File: config.mk
export PLATFORM = sky130hd
export DESIGN_NAME = alu_exec_unit
export DESIGN_NICKNAME = d
export VERILOG_FILES = /design/src/rtl/alu_exec_pkg.sv /design/src/rtl/alu_ctrl_dec.sv /design/src/rtl/alu_exec_unit.sv
export SDC_FILE = /design/constraint.sdc
export NUM_CORES = 1
export LEC_CHECK = 0
export ABC_AREA = 1
export BUFFER_PORTS_ARGS = -buffer_cell sky130_fd_sc_hd__buf_4
export CORE_MARGIN = 3
export CORE_UTILIZATION = 59
export DETAILED_ROUTE_END_ITERATION = 10
export PLACE_DENSITY = 0.88
export RECOVER_POWER = 50
export SYNTH_ARGS = -nofsm -noshare
export SYNTH_HDL_FRONTEND = slang
export SYNTH_SLANG_ARGS = --single-unit
export TNS_END_PERCENT = 1
File: constraint.sdc
create_clock -name clk -period 1.66 [get_ports clk]
set_input_delay 0.332 -clock clk [delete_from_list [all_inputs] [get_ports clk]]
set_output_delay 0.332 -clock clk [all_outputs]
set_load 0.05 [all_outputs]
File: src/rtl/alu_exec_pkg.sv
`default_nettype none
// ============================================================================
// Module   : alu_exec_pkg
// Purpose  : Shared encodings for the execute stage: ALU select (gout) codes,
//            main-control aluop codes, R-type funct codes and the default
//            datapath width.
// Ports    : none (package)
// Config   : none
// Revision : 1.0 - initial release
// ============================================================================
package alu_exec_pkg;

  localparam int DW_DEFAULT = 32;

  // ALU select codes driven on gout
  localparam logic [2:0] GOUT_AND = 3'b000;
  localparam logic [2:0] GOUT_OR  = 3'b001;
  localparam logic [2:0] GOUT_ADD = 3'b010;
  localparam logic [2:0] GOUT_SUB = 3'b110;
  localparam logic [2:0] GOUT_SLT = 3'b111;

  // aluop codes from main control
  localparam logic [1:0] ALUOP_MEM   = 2'b00;  // lw/sw address add
  localparam logic [1:0] ALUOP_BR    = 2'b01;  // beq/bne compare
  localparam logic [1:0] ALUOP_RTYPE = 2'b10;  // decode by funct
  localparam logic [1:0] ALUOP_ORI   = 2'b11;  // ori

  // R-type funct codes (instruction bits [3:0])
  localparam logic [3:0] FUNCT_ADD = 4'b0000;
  localparam logic [3:0] FUNCT_SUB = 4'b0010;
  localparam logic [3:0] FUNCT_AND = 4'b0100;
  localparam logic [3:0] FUNCT_OR  = 4'b0101;
  localparam logic [3:0] FUNCT_SLT = 4'b1010;

endpackage
`default_nettype wire

File: src/rtl/alu_ctrl_dec.sv
`default_nettype none
// ============================================================================
// Module   : alu_ctrl_dec
// Purpose  : Combinational ALU-control decoder. Maps the main-control aluop
//            and the R-type funct field onto a 3-bit ALU select.
// Ports    : aluop [1:0] in  - {aluop1,aluop0} from main control
//            funct [3:0] in  - instruction bits [3:0]
//            gout  [2:0] out - ALU select
// Config   : none
// Revision : 1.0 - initial release
// ============================================================================
module alu_ctrl_dec
  import alu_exec_pkg::*;
(
  input  logic [1:0] aluop,
  input  logic [3:0] funct,
  output logic [2:0] gout
);

  always_comb begin
    gout = GOUT_ADD;
    case (aluop)
      ALUOP_MEM: gout = GOUT_ADD;
      ALUOP_BR:  gout = GOUT_SUB;
      ALUOP_ORI: gout = GOUT_OR;
      default: begin
        // R-type: unknown funct codes fall back to ADD
        case (funct)
          FUNCT_ADD: gout = GOUT_ADD;
          FUNCT_SUB: gout = GOUT_SUB;
          FUNCT_AND: gout = GOUT_AND;
          FUNCT_OR:  gout = GOUT_OR;
          FUNCT_SLT: gout = GOUT_SLT;
          default:   gout = GOUT_ADD;
        endcase
      end
    endcase
  end

endmodule
`default_nettype wire

File: src/rtl/alu_exec_unit.sv
`default_nettype none
// ============================================================================
// Module   : alu_exec_unit
// Purpose  : Execute stage of the single-cycle core. Decodes the ALU select,
//            runs the 32-bit ALU, computes pc+PC_INC and the branch target,
//            and registers everything with one cycle of latency.
// Ports    : clk, rst_n (async, active low)
//            in_valid, aluop[1:0], funct[3:0], op_a, op_b, pc, ext_imm,
//            branch, branch_ne                                 - inputs
//            out_valid, result, zout, cout, nout, gout[2:0],
//            pc_plus4, branch_tgt, pcsrc, ovf                  - registered
// Config   : ALU_OVF_EN - when defined, ovf reports signed overflow of
//            ADD/SUB; otherwise ovf is tied to 0.
// Revision : 1.0 - initial release
// ============================================================================
module alu_exec_unit
  import alu_exec_pkg::*;
#(
  parameter int DW     = DW_DEFAULT,
  parameter int PC_INC = 4
) (
  input  logic          clk,
  input  logic          rst_n,
  input  logic          in_valid,
  input  logic [1:0]    aluop,
  input  logic [3:0]    funct,
  input  logic [DW-1:0] op_a,
  input  logic [DW-1:0] op_b,
  input  logic [DW-1:0] pc,
  input  logic [DW-1:0] ext_imm,
  input  logic          branch,
  input  logic          branch_ne,
  output logic          out_valid,
  output logic [DW-1:0] result,
  output logic          zout,
  output logic          cout,
  output logic          nout,
  output logic [2:0]    gout,
  output logic [DW-1:0] pc_plus4,
  output logic [DW-1:0] branch_tgt,
  output logic          pcsrc,
  output logic          ovf
);

  localparam logic [DW-1:0] C_PC_INC = DW'(PC_INC);

  logic [2:0]    w_gout;
  logic          w_sub_mode;
  logic [DW-1:0] w_b_eff;
  logic [DW:0]   w_sum;
  logic          w_arith_ovf;
  logic [DW-1:0] w_result;
  logic          w_carry;
  logic          w_zero;
  logic [DW-1:0] w_pc_plus4;
  logic [DW-1:0] w_branch_tgt;
  logic          w_pcsrc;
  logic [1:0]    w_unused_imm_top;

  logic          r_out_valid;
  logic [DW-1:0] r_result;
  logic          r_zout;
  logic          r_cout;
  logic          r_nout;
  logic [2:0]    r_gout;
  logic [DW-1:0] r_pc_plus4;
  logic [DW-1:0] r_branch_tgt;
  logic          r_pcsrc;

  alu_ctrl_dec u_alu_ctrl_dec (
    .aluop (aluop),
    .funct (funct),
    .gout  (w_gout)
  );

  // One shared adder: SUB and SLT use a + ~b + 1
  assign w_sub_mode = (w_gout == GOUT_SUB) || (w_gout == GOUT_SLT);
  assign w_b_eff    = w_sub_mode ? ~op_b : op_b;
  assign w_sum      = {1'b0, op_a} + {1'b0, w_b_eff} + {{DW{1'b0}}, w_sub_mode};

  // Signed overflow of the shared adder: operands agree in sign, result does not.
  // Always needed to correct the SLT sign bit.
  assign w_arith_ovf = (op_a[DW-1] == w_b_eff[DW-1]) && (w_sum[DW-1] != op_a[DW-1]);

  always_comb begin
    w_result = '0;
    w_carry  = 1'b0;
    case (w_gout)
      GOUT_AND: w_result = op_a & op_b;
      GOUT_OR:  w_result = op_a | op_b;
      GOUT_ADD: begin
        w_result = w_sum[DW-1:0];
        w_carry  = w_sum[DW];
      end
      GOUT_SUB: begin
        w_result = w_sum[DW-1:0];
        w_carry  = w_sum[DW];
      end
      GOUT_SLT: w_result = {{(DW-1){1'b0}}, w_sum[DW-1] ^ w_arith_ovf};
      default: begin
        w_result = '0;
        w_carry  = 1'b0;
      end
    endcase
  end

  assign w_zero       = (w_result == '0);
  assign w_pc_plus4   = pc + C_PC_INC;
  assign w_branch_tgt = w_pc_plus4 + {ext_imm[DW-3:0], 2'b00};
  assign w_pcsrc      = (branch & w_zero) | (branch_ne & ~w_zero);

  // Top immediate bits are shifted out of the branch offset
  assign w_unused_imm_top = ext_imm[DW-1:DW-2];

  always_ff @(posedge clk or negedge rst_n) begin
    if (!rst_n) begin
      r_out_valid  <= 1'b0;
      r_result     <= '0;
      r_zout       <= 1'b0;
      r_cout       <= 1'b0;
      r_nout       <= 1'b0;
      r_gout       <= 3'b000;
      r_pc_plus4   <= '0;
      r_branch_tgt <= '0;
      r_pcsrc      <= 1'b0;
    end else begin
      r_out_valid <= in_valid;
      if (in_valid) begin
        r_result     <= w_result;
        r_zout       <= w_zero;
        r_cout       <= w_carry;
        r_nout       <= w_result[DW-1];
        r_gout       <= w_gout;
        r_pc_plus4   <= w_pc_plus4;
        r_branch_tgt <= w_branch_tgt;
        r_pcsrc      <= w_pcsrc;
      end
    end
  end

`ifdef ALU_OVF_EN
  logic r_ovf;

  always_ff @(posedge clk or negedge rst_n) begin
    if (!rst_n) begin
      r_ovf <= 1'b0;
    end else if (in_valid) begin
      r_ovf <= ((w_gout == GOUT_ADD) || (w_gout == GOUT_SUB)) && w_arith_ovf;
    end
  end

  assign ovf = r_ovf;
`else
  assign ovf = 1'b0;
`endif

  assign out_valid  = r_out_valid;
  assign result     = r_result;
  assign zout       = r_zout;
  assign cout       = r_cout;
  assign nout       = r_nout;
  assign gout       = r_gout;
  assign pc_plus4   = r_pc_plus4;
  assign branch_tgt = r_branch_tgt;
  assign pcsrc      = r_pcsrc;

endmodule
`default_nettype wire

==> reports/qor.txt, run 1 <==
outcome: aborted with a tool error
Exit stage: 4_1_cts
First Err: [ERROR DPL-0033] detailed placement checks failed during check placement.
row count: 45
Synth Cell Area: 9408 µm²
Starting Density: 0.6098
Post-Synth Simple-Gate Area: 0.3244
CTS buffer count: 9
post-synth top area cell: dfrtp_1
htree depth: 3
Port Buffers: 240
post-synth top area share: 0.2687
post-synthesis adder-cell area fraction: 0.09283
Mapped Nets: 1644
Hold Buf Count CTS: 1
Post-DP HPWL: 32.81 mm
Sink Count: 101
post-synth cell types: 49
die width: 132.3 µm
mux cell area share after synthesis: 0
Post-CTS Setup Bufs: 21
Resized cells post-CTS: 178
Post-Synth XOR/XNOR Area: 0.07341
clk root buf: clkbuf_16
placed insts: 2192
post-synthesis sequential area ratio: 0.2687
main combinational cell family by area after synthesis: simple AND/OR/NAND/NOR gates
top post-synthesis cells by area: dfrtp_1 (27%), nand2_1 (16%), ha_1 (8.6%)
synthesized area per cell: 6.542 µm²
# IOs: 244
GPL Wtd Cong: 1.019
Synth Flop Type: dfrtp_1
Post-Synthesis Cells: 1438
die height: 132.3 µm
Synth Area in Compound Gates: 0.1468
Post-synth ARST share: 1.000
CTS max path bufs: 2
number of flops mapped to enable cells by yosys: 0
Ys Warns: 0
Seq cells post-synth: 101
==> synthesized netlist by cell type (14+ instances only) <==
master and instances:
nand2_1 409, inv_1 180, nor2_1 138, dfrtp_1 101
o21ai_0 88, nand3_1 82, a21oi_1 81, ha_1 65
xnor2_1 40, a31oi_1 38, xor2_1 37, clkbuf_1 23
nand4_1 20, nand3b_1 14, nor3_1 14
==> cells by family after synthesis <==
kind of cell / after synthesis
simple gates: 714
compound gates: 248
buf+inv: 227
flops: 101
xor+xnor: 78
fa+ha+maj: 69
other cells: 1
==> through the flow <==
step	hold WS, ns	TNS, ns	setup WS (ns)	cell area (µm²)
detailed placement	0.2520	-99.81	-2.487	14000
floorplan	0.03641	-63.54	-1.719	9447
global placement	0.2526	-84.13	-2.027	14000
==> inputs of run 2 (changes only) <==
--- a/config.mk
+++ b/config.mk
@@ -8,9 +8,9 @@
 export ABC_AREA = 1
 export BUFFER_PORTS_ARGS = -buffer_cell sky130_fd_sc_hd__buf_4
 export CORE_MARGIN = 3
-export CORE_UTILIZATION = 59
+export CORE_UTILIZATION = 40
 export DETAILED_ROUTE_END_ITERATION = 10
-export PLACE_DENSITY = 0.88
+export PLACE_DENSITY_LB_ADDON = 0.15
 export RECOVER_POWER = 50
 export SYNTH_ARGS = -nofsm -noshare
 export SYNTH_HDL_FRONTEND = slang
==> run 2 against run 1 <==
The flow now finishes, with violations (negative setup slack). Synthesized area unchanged. Synthesized cell count did not move.
==> reports/qor.txt, run 2 <==
post-synthesis adder-cell area fraction: 0.09283 (unchanged)
Clock transition at path regs: 0.07 ns
Slew Viols, Final: 0
# IOs: 244 (unchanged)
largest net degree at the start of global routing: 100
Routed met3 length: 1.718 mm
area post-placement: 14390 µm² (+2.8%)
synthesized area per cell: 6.542 µm² (unchanged)
Starting DRT DRC Count: 627
Post-Synthesis Cells: 1438 (unchanged)
Hold Violations, Final: 0
placed insts: 2326 (+6.1%)
required time of the critical path: 1.93 ns
top-count cell post-synth: nand2_1
Slew HR: 0.3642
post-synth top area cell: dfrtp_1
Worst Hold Class: in -> reg
Worst path slowest cell: a311oi_2
Post-Synth XOR/XNOR Area: 0.07341 (unchanged)
post-synthesis sequential area ratio: 0.2687 (unchanged)
Synth Area in Compound Gates: 0.1468 (unchanged)
DRT Pass-1 Iters: 5
first-pass GRT wire length: 57.48 mm
layout cells sized above 1: 0.4100
CTS buffer count: 9 (unchanged)
Post-Synth Simple-Gate Area: 0.3244 (unchanged)
vias per inst: 4.978
Peak Freq: 0.2885 GHz
CTS max path bufs: 2 (unchanged)
WL met1: 15.04 mm
layout net count: 2245
main combinational cell family by area after synthesis: simple AND/OR/NAND/NOR gates
Post-DP HPWL: 29.65 mm (-9.6%)
commonest non-fill, non-tap cell in the layout: buf_4
GPL Wtd Cong: 0.9288 (-8.8%)
crit path launch type: input port
die width: 159.4 µm (+20%)
Starting Density: 0.4118 (-0.1980)
Worst VDD drop: 0.4916 mV
Port Buffers: 240 (unchanged)
pre-CTS WS: -2.263 ns (+0.2244 ns)
maxcap violations: 0
wire length on met2: 18.58 mm
mux cell area share after synthesis: 0 (unchanged)
post-synth cell types: 49 (unchanged)
final setup violating endpoints: 76
Routed WL: 36.55 mm
WP data arrival: 3.73 ns
Worst-Margin Slew: 0.9538 ns
most frequent cells in the layout: buf_4 (611), nand2_1 (386), inv_1 (177), nor2_1 (112), dfrtp_1 (101)
antenna violations before repair: 0
Synth Cell Area: 9408 µm² (unchanged)
n_diodes: 0
Synth Flop Type: dfrtp_1
number of global-route vias before repair: 11640
Tmin final: 3.466 ns
Lkg Pwr: 8.246 nW
total power: 13.22 mW
Final Instance Count excl. Fillers: 2357
commonest cells in the netlist: nand2_1 (409), inv_1 (180), nor2_1 (138)
RSZ-0062 raised after global routing: yes
Seq cells post-synth: 101 (unchanged)
drt wl/cell: 15.51 µm
largest fanout on the critical path: 4
crit-path max cell delay: 0.27 ns
htree depth: 3 (unchanged)
post-route cell area: 15610 µm²
crit path buf inv count: 4
Setup CP Type: in -> reg
Sink Count: 101 (unchanged)
grt ovf: 0
clk_skew: 0 ns
area of the die: 25400 µm²
period utilization: 2.088
Ys Warns: 0 (unchanged)
clk root buf: clkbuf_16
CP top delay family: simple AND/OR/NAND/NOR gates
FILL cells: 2032
Mapped Nets: 1644 (unchanged)
power density over the cells: 846.6 nW/µm²
Layout area overhead: 65.93%
GRT Overall Usage: 0.2737
Top Layer Used: met4
failing checks: negative setup slack
# DRC: 0
Post-synth ARST share: 1.000 (unchanged)
outcome: complete, but fails checks
post-synth top area share: 0.2687 (unchanged)
CTS tree: built
Core Box Area: 22850 µm²
nature of the critical path endpoint: flop
number of flops mapped to enable cells by yosys: 0 (unchanged)
Final WS setup: -1.806 ns
top post-synthesis cells by area: dfrtp_1 (27%), nand2_1 (16%), ha_1 (8.6%)
row count: 55 (+22%)
Clk Latency, worst-skew pair: 0.34 ns
Post-DRT Antenna Nets: 0
vias: 11730
die height: 159.4 µm (+20%)
run 2: what timing repair did:
item / CTS / global route
buffers inserted: 10 / 4
pin swaps: 44 / 24
resized for setup: 111 / 87
endpoints found under the hold margin: 16 / 0
endpoints found under the setup margin: 76 / 79
hold buffers: 1 / 0
run 2: metrics by stage:
step / hold slack [ns] / setup TNS [ns] / utilization
detailed placement: 0.2307 / -94.97 / 0.6298
global placement: 0.2311 / -91.00 / 0.6298
floorplan: 0.03641 / -63.54 / -
finish: 0.1793 / -61.03 / 0.6832
CTS: 0.1699 / -58.13 / 0.6664
global route: 0.1727 / -75.16 / 0.6832
run 2: worst min-delay path: cells and delay by family:
| family | cells | cell delay (ns) |
|---|---|---|
| simple gates | 2 | 0.09 |
| buf+inv | 1 | 0.07 |
run 2: kinds of logic after synthesis:
| logic type | count (synthesis) |
|---|---|
| XOR/XNOR | 78 |
| AO/OA/AOI/OAI | 248 |
| AND/OR/NAND/NOR | 714 |
| other | 1 |
| flip-flops | 101 |
| adder cells (fa/ha/maj) | 69 |
| buffers and inverters | 227 |
run 2: final cells by class:
class,count,area (µm²),share of cell area
Sequential cell,101,2527,0.1619
Multi-Input combinational cell,1110,6887,0.4412
Inverter,188,706.9,0.04529
Timing Repair Buffer,629,4817,0.3086
Clock inverter,6,51.30,0.003286
Tap cell,313,391.6,0.02509
Clock buffer,10,229.0,0.01467
run 2: where the power goes:
group / internal [mW] / leakage (nW) / switching (mW)
Clock: 1.04 / 0.134 / 0.993
Sequential: 2.85 / 1.23 / 0.266
Combinational: 3.38 / 6.88 / 4.68
run 2: routing by layer:
layer	track usage	vias to the layer above
li1	-	5873
met1	0.3361	5443
met2	0.5037	353
met3	0.02523	64
met4	0.08874	0
met5	0	-
run 2: final timing paths:
check / slack (ns) / to / start / cells past startpoint
worst max register to register: 0.90 / branch_tgt[14]$_DFFE_PN0P_ / branch_tgt[14]$_DFFE_PN0P_ / 2
max in group asynchronous: 0.29 / result[24]$_DFFE_PN0P_ / rst_n / 3
worst max-delay path: -1.81 / branch_tgt[28]$_DFFE_PN0P_ / pc[4] / 25
min in group asynchronous: 0.48 / pc_plus4[17]$_DFFE_PN0P_ / rst_n / 2
worst min-delay path: 0.18 / pc_plus4[0]$_DFFE_PN0P_ / pc[0] / 3
worst min register to register: 0.48 / pc_plus4[11]$_DFFE_PN0P_ / pc_plus4[11]$_DFFE_PN0P_ / 2
Note: power is estimated with default switching activity, not from simulation.
==> inputs of run 3 (changes only) <==
--- a/config.mk
+++ b/config.mk
@@ -7,8 +7,10 @@
 export LEC_CHECK = 0
 export ABC_AREA = 1
 export BUFFER_PORTS_ARGS = -buffer_cell sky130_fd_sc_hd__buf_4
+export CELL_PAD_IN_SITES_DETAIL_PLACEMENT = 1
+export CELL_PAD_IN_SITES_GLOBAL_PLACEMENT = 2
 export CORE_MARGIN = 3
-export CORE_UTILIZATION = 40
+export CORE_UTILIZATION = 31
 export DETAILED_ROUTE_END_ITERATION = 10
 export PLACE_DENSITY_LB_ADDON = 0.15
 export RECOVER_POWER = 50
==> run 3 against run 2 <==
The run still ends with negative setup slack left. Clock skew is the same. Utilization down 15 points. Cell count rose by 4.0%. Register-to-register slack hardly changed. Fmax is 2.2% lower. Critical path type unchanged. Largest cell class unchanged. Highest routed layer is now met5. Routed wire length up 21%. First-iteration DRC count shrank 34%. Clock power up 4%. Critical path depth up 1. Combinational power up 2%.
==> reports/qor.txt, run 3 (synthesized netlist as in run 2, its figures left out) <==
Setup CP Type: in -> reg
Final Instance Count excl. Fillers: 2451 (+4.0%)
WP data arrival: 3.78 ns (+0.05 ns)
RSZ-0062 raised after global routing: yes
Core Box Area: 29800 µm² (+30%)
antenna violations before repair: 1 (+1)
Slew HR: 0.4605 (+0.09634)
layout net count: 2262 (+0.76%)
crit-path max cell delay: 0.28 ns (about the same)
pre-CTS WS: -2.285 ns (-0.02259 ns)
crit path launch type: input port
# IOs: 244 (unchanged)
Final WS setup: -1.884 ns (-0.07819 ns)
number of global-route vias before repair: 12730 (+9.4%)
Sink Count: 101 (unchanged)
clk root buf: clkbuf_16
commonest non-fill, non-tap cell in the layout: buf_4
placed insts: 2409 (+3.6%)
maxcap violations: 0 (unchanged)
Worst-Margin Slew: 0.8092 ns (-0.1445 ns)
Hold Violations, Final: 0 (unchanged)
Peak Freq: 0.2821 GHz (-2.2%)
CTS max path bufs: 2 (unchanged)
die width: 180.2 µm (+13%)
grt ovf: 0 (unchanged)
area of the die: 32470 µm² (+28%)
largest fanout on the critical path: 3 (-1)
Starting Density: 0.3157 (-0.09604)
period utilization: 2.135 (+0.04710)
Routed WL: 44.08 mm (+21%)
largest net degree at the start of global routing: 42 (-58%)
first-pass GRT wire length: 67.09 mm (+17%)
failing checks: negative setup slack
# DRC: 0 (unchanged)
vias per inst: 4.877 (-2.0%)
n_diodes: 0 (unchanged)
nature of the critical path endpoint: flop
Port Buffers: 240 (unchanged)
layout cells sized above 1: 0.4110 (+0.0009851)
htree depth: 3 (unchanged)
total power: 13.46 mW (+1.8%)
Worst Hold Class: in -> reg
row count: 63 (+15%)
clk_skew: 0 ns (unchanged)
most frequent cells in the layout: buf_4 (631), nand2_1 (386), inv_1 (171), nor2_1 (116), dfrtp_1 (101)
final setup violating endpoints: 79 (+3.9%)
die height: 180.2 µm (+13%)
Tmin final: 3.544 ns (+0.07819 ns)
FILL cells: 3904 (+92%)
CTS tree: built
vias: 11950 (+1.9%)
Starting DRT DRC Count: 411 (-34%)
power density over the cells: 848.8 nW/µm² (+0.26%)
Post-DP HPWL: 35.22 mm (+19%)
GPL Wtd Cong: 0.8882 (-4.4%)
cell mode on critical path: nor2_4
Worst path slowest cell: a221oi_2
CTS buffer count: 9 (unchanged)
Layout area overhead: 68.55%
Worst VDD drop: 0.5031 mV (+2.3%)
Lkg Pwr: 8.323 nW (+0.94%)
crit path buf inv count: 4 (unchanged)
Post-DRT Antenna Nets: 0 (unchanged)
GRT Overall Usage: 0.2556 (-0.01807)
outcome: complete, but fails checks
WHS: 0.1848 ns (+0.005532 ns)
Clk Latency, worst-skew pair: 0.35 ns (about the same)
required time of the critical path: 1.89 ns (-0.04 ns)
drt wl/cell: 17.98 µm (+16%)
Clock transition at path regs: 0.08 ns (about the same)
CP top delay family: simple AND/OR/NAND/NOR gates
Slew Viols, Final: 0 (unchanged)
DRT Pass-1 Iters: 4 (-1)
## run 3: worst min-delay path, delay by kind of cell
family	cells	cell delay, ns
buf+inv	1	0.08
simple gates	2	0.10
## run 3: layout make-up
class	instances	area, µm²	share of cell area
Multi-Input combinational cell	1110	6842	0.4315
Timing Repair Buffer	646	4994	0.3149
Sequential cell	101	2527	0.1594
Inverter	188	708.2	0.04466
Tap cell	390	488.0	0.03077
Clock buffer	9	225.2	0.01420
Clock inverter	7	72.57	0.004577
## run 3: report_power, final
group	total [mW]	switching [mW]	internal, mW
sequential	3.11	0.252	2.85
combinational	8.23	4.87	3.36
clock	2.13	1.07	1.06
total	13.5	6.19	7.27
## run 3: what timing repair did
action / CTS / global route
pin swaps: 34 / 30
hold buffers: 1 / 0
endpoints found under the hold margin: 25 / 0
buffers inserted: 18 / 7
setup endpoints to repair: 76 / 83
gates resized for setup: 100 / 92
## run 3: worst paths after layout
kind,from,endpoint,slack (ns),cells past startpoint
setup / recovery,pc[3],branch_tgt[31]$_DFFE_PN0P_,-1.88,26
hold / removal,pc[1],pc_plus4[1]$_DFFE_PN0P_,0.18,3
setup reg to reg,pc_plus4[10]$_DFFE_PN0P_,pc_plus4[10]$_DFFE_PN0P_,0.91,2
hold reg to reg,pc_plus4[18]$_DFFE_PN0P_,pc_plus4[18]$_DFFE_PN0P_,0.49,2
max in group asynchronous,rst_n,branch_tgt[29]$_DFFE_PN0P_,0.64,3
min in group asynchronous,rst_n,pc_plus4[5]$_DFFE_PN0P_,0.44,2
## run 3: routing by layer
| metal | track usage | vias to the layer above | share of wire |
|---|---|---|---|
| met5 | 0 | - | 0.00029 |
| met4 | 0.08720 | 2 | 0.037 |
| met3 | 0.02281 | 81 | 0.028 |
| met2 | 0.4875 | 235 | 0.53 |
| met1 | 0.2980 | 5736 | 0.41 |
| li1 | - | 5900 | - |
## run 3: metrics by stage
stage	TNS, ns	util	cell area, µm²
floorplan	-63.54	-	9447
global placement	-94.39	0.4877	14530
detailed placement	-101.44	0.4877	14530
CTS	-69.45	0.5167	15390
global route	-88.70	0.5322	15860
finish	-76.96	0.5322	15860
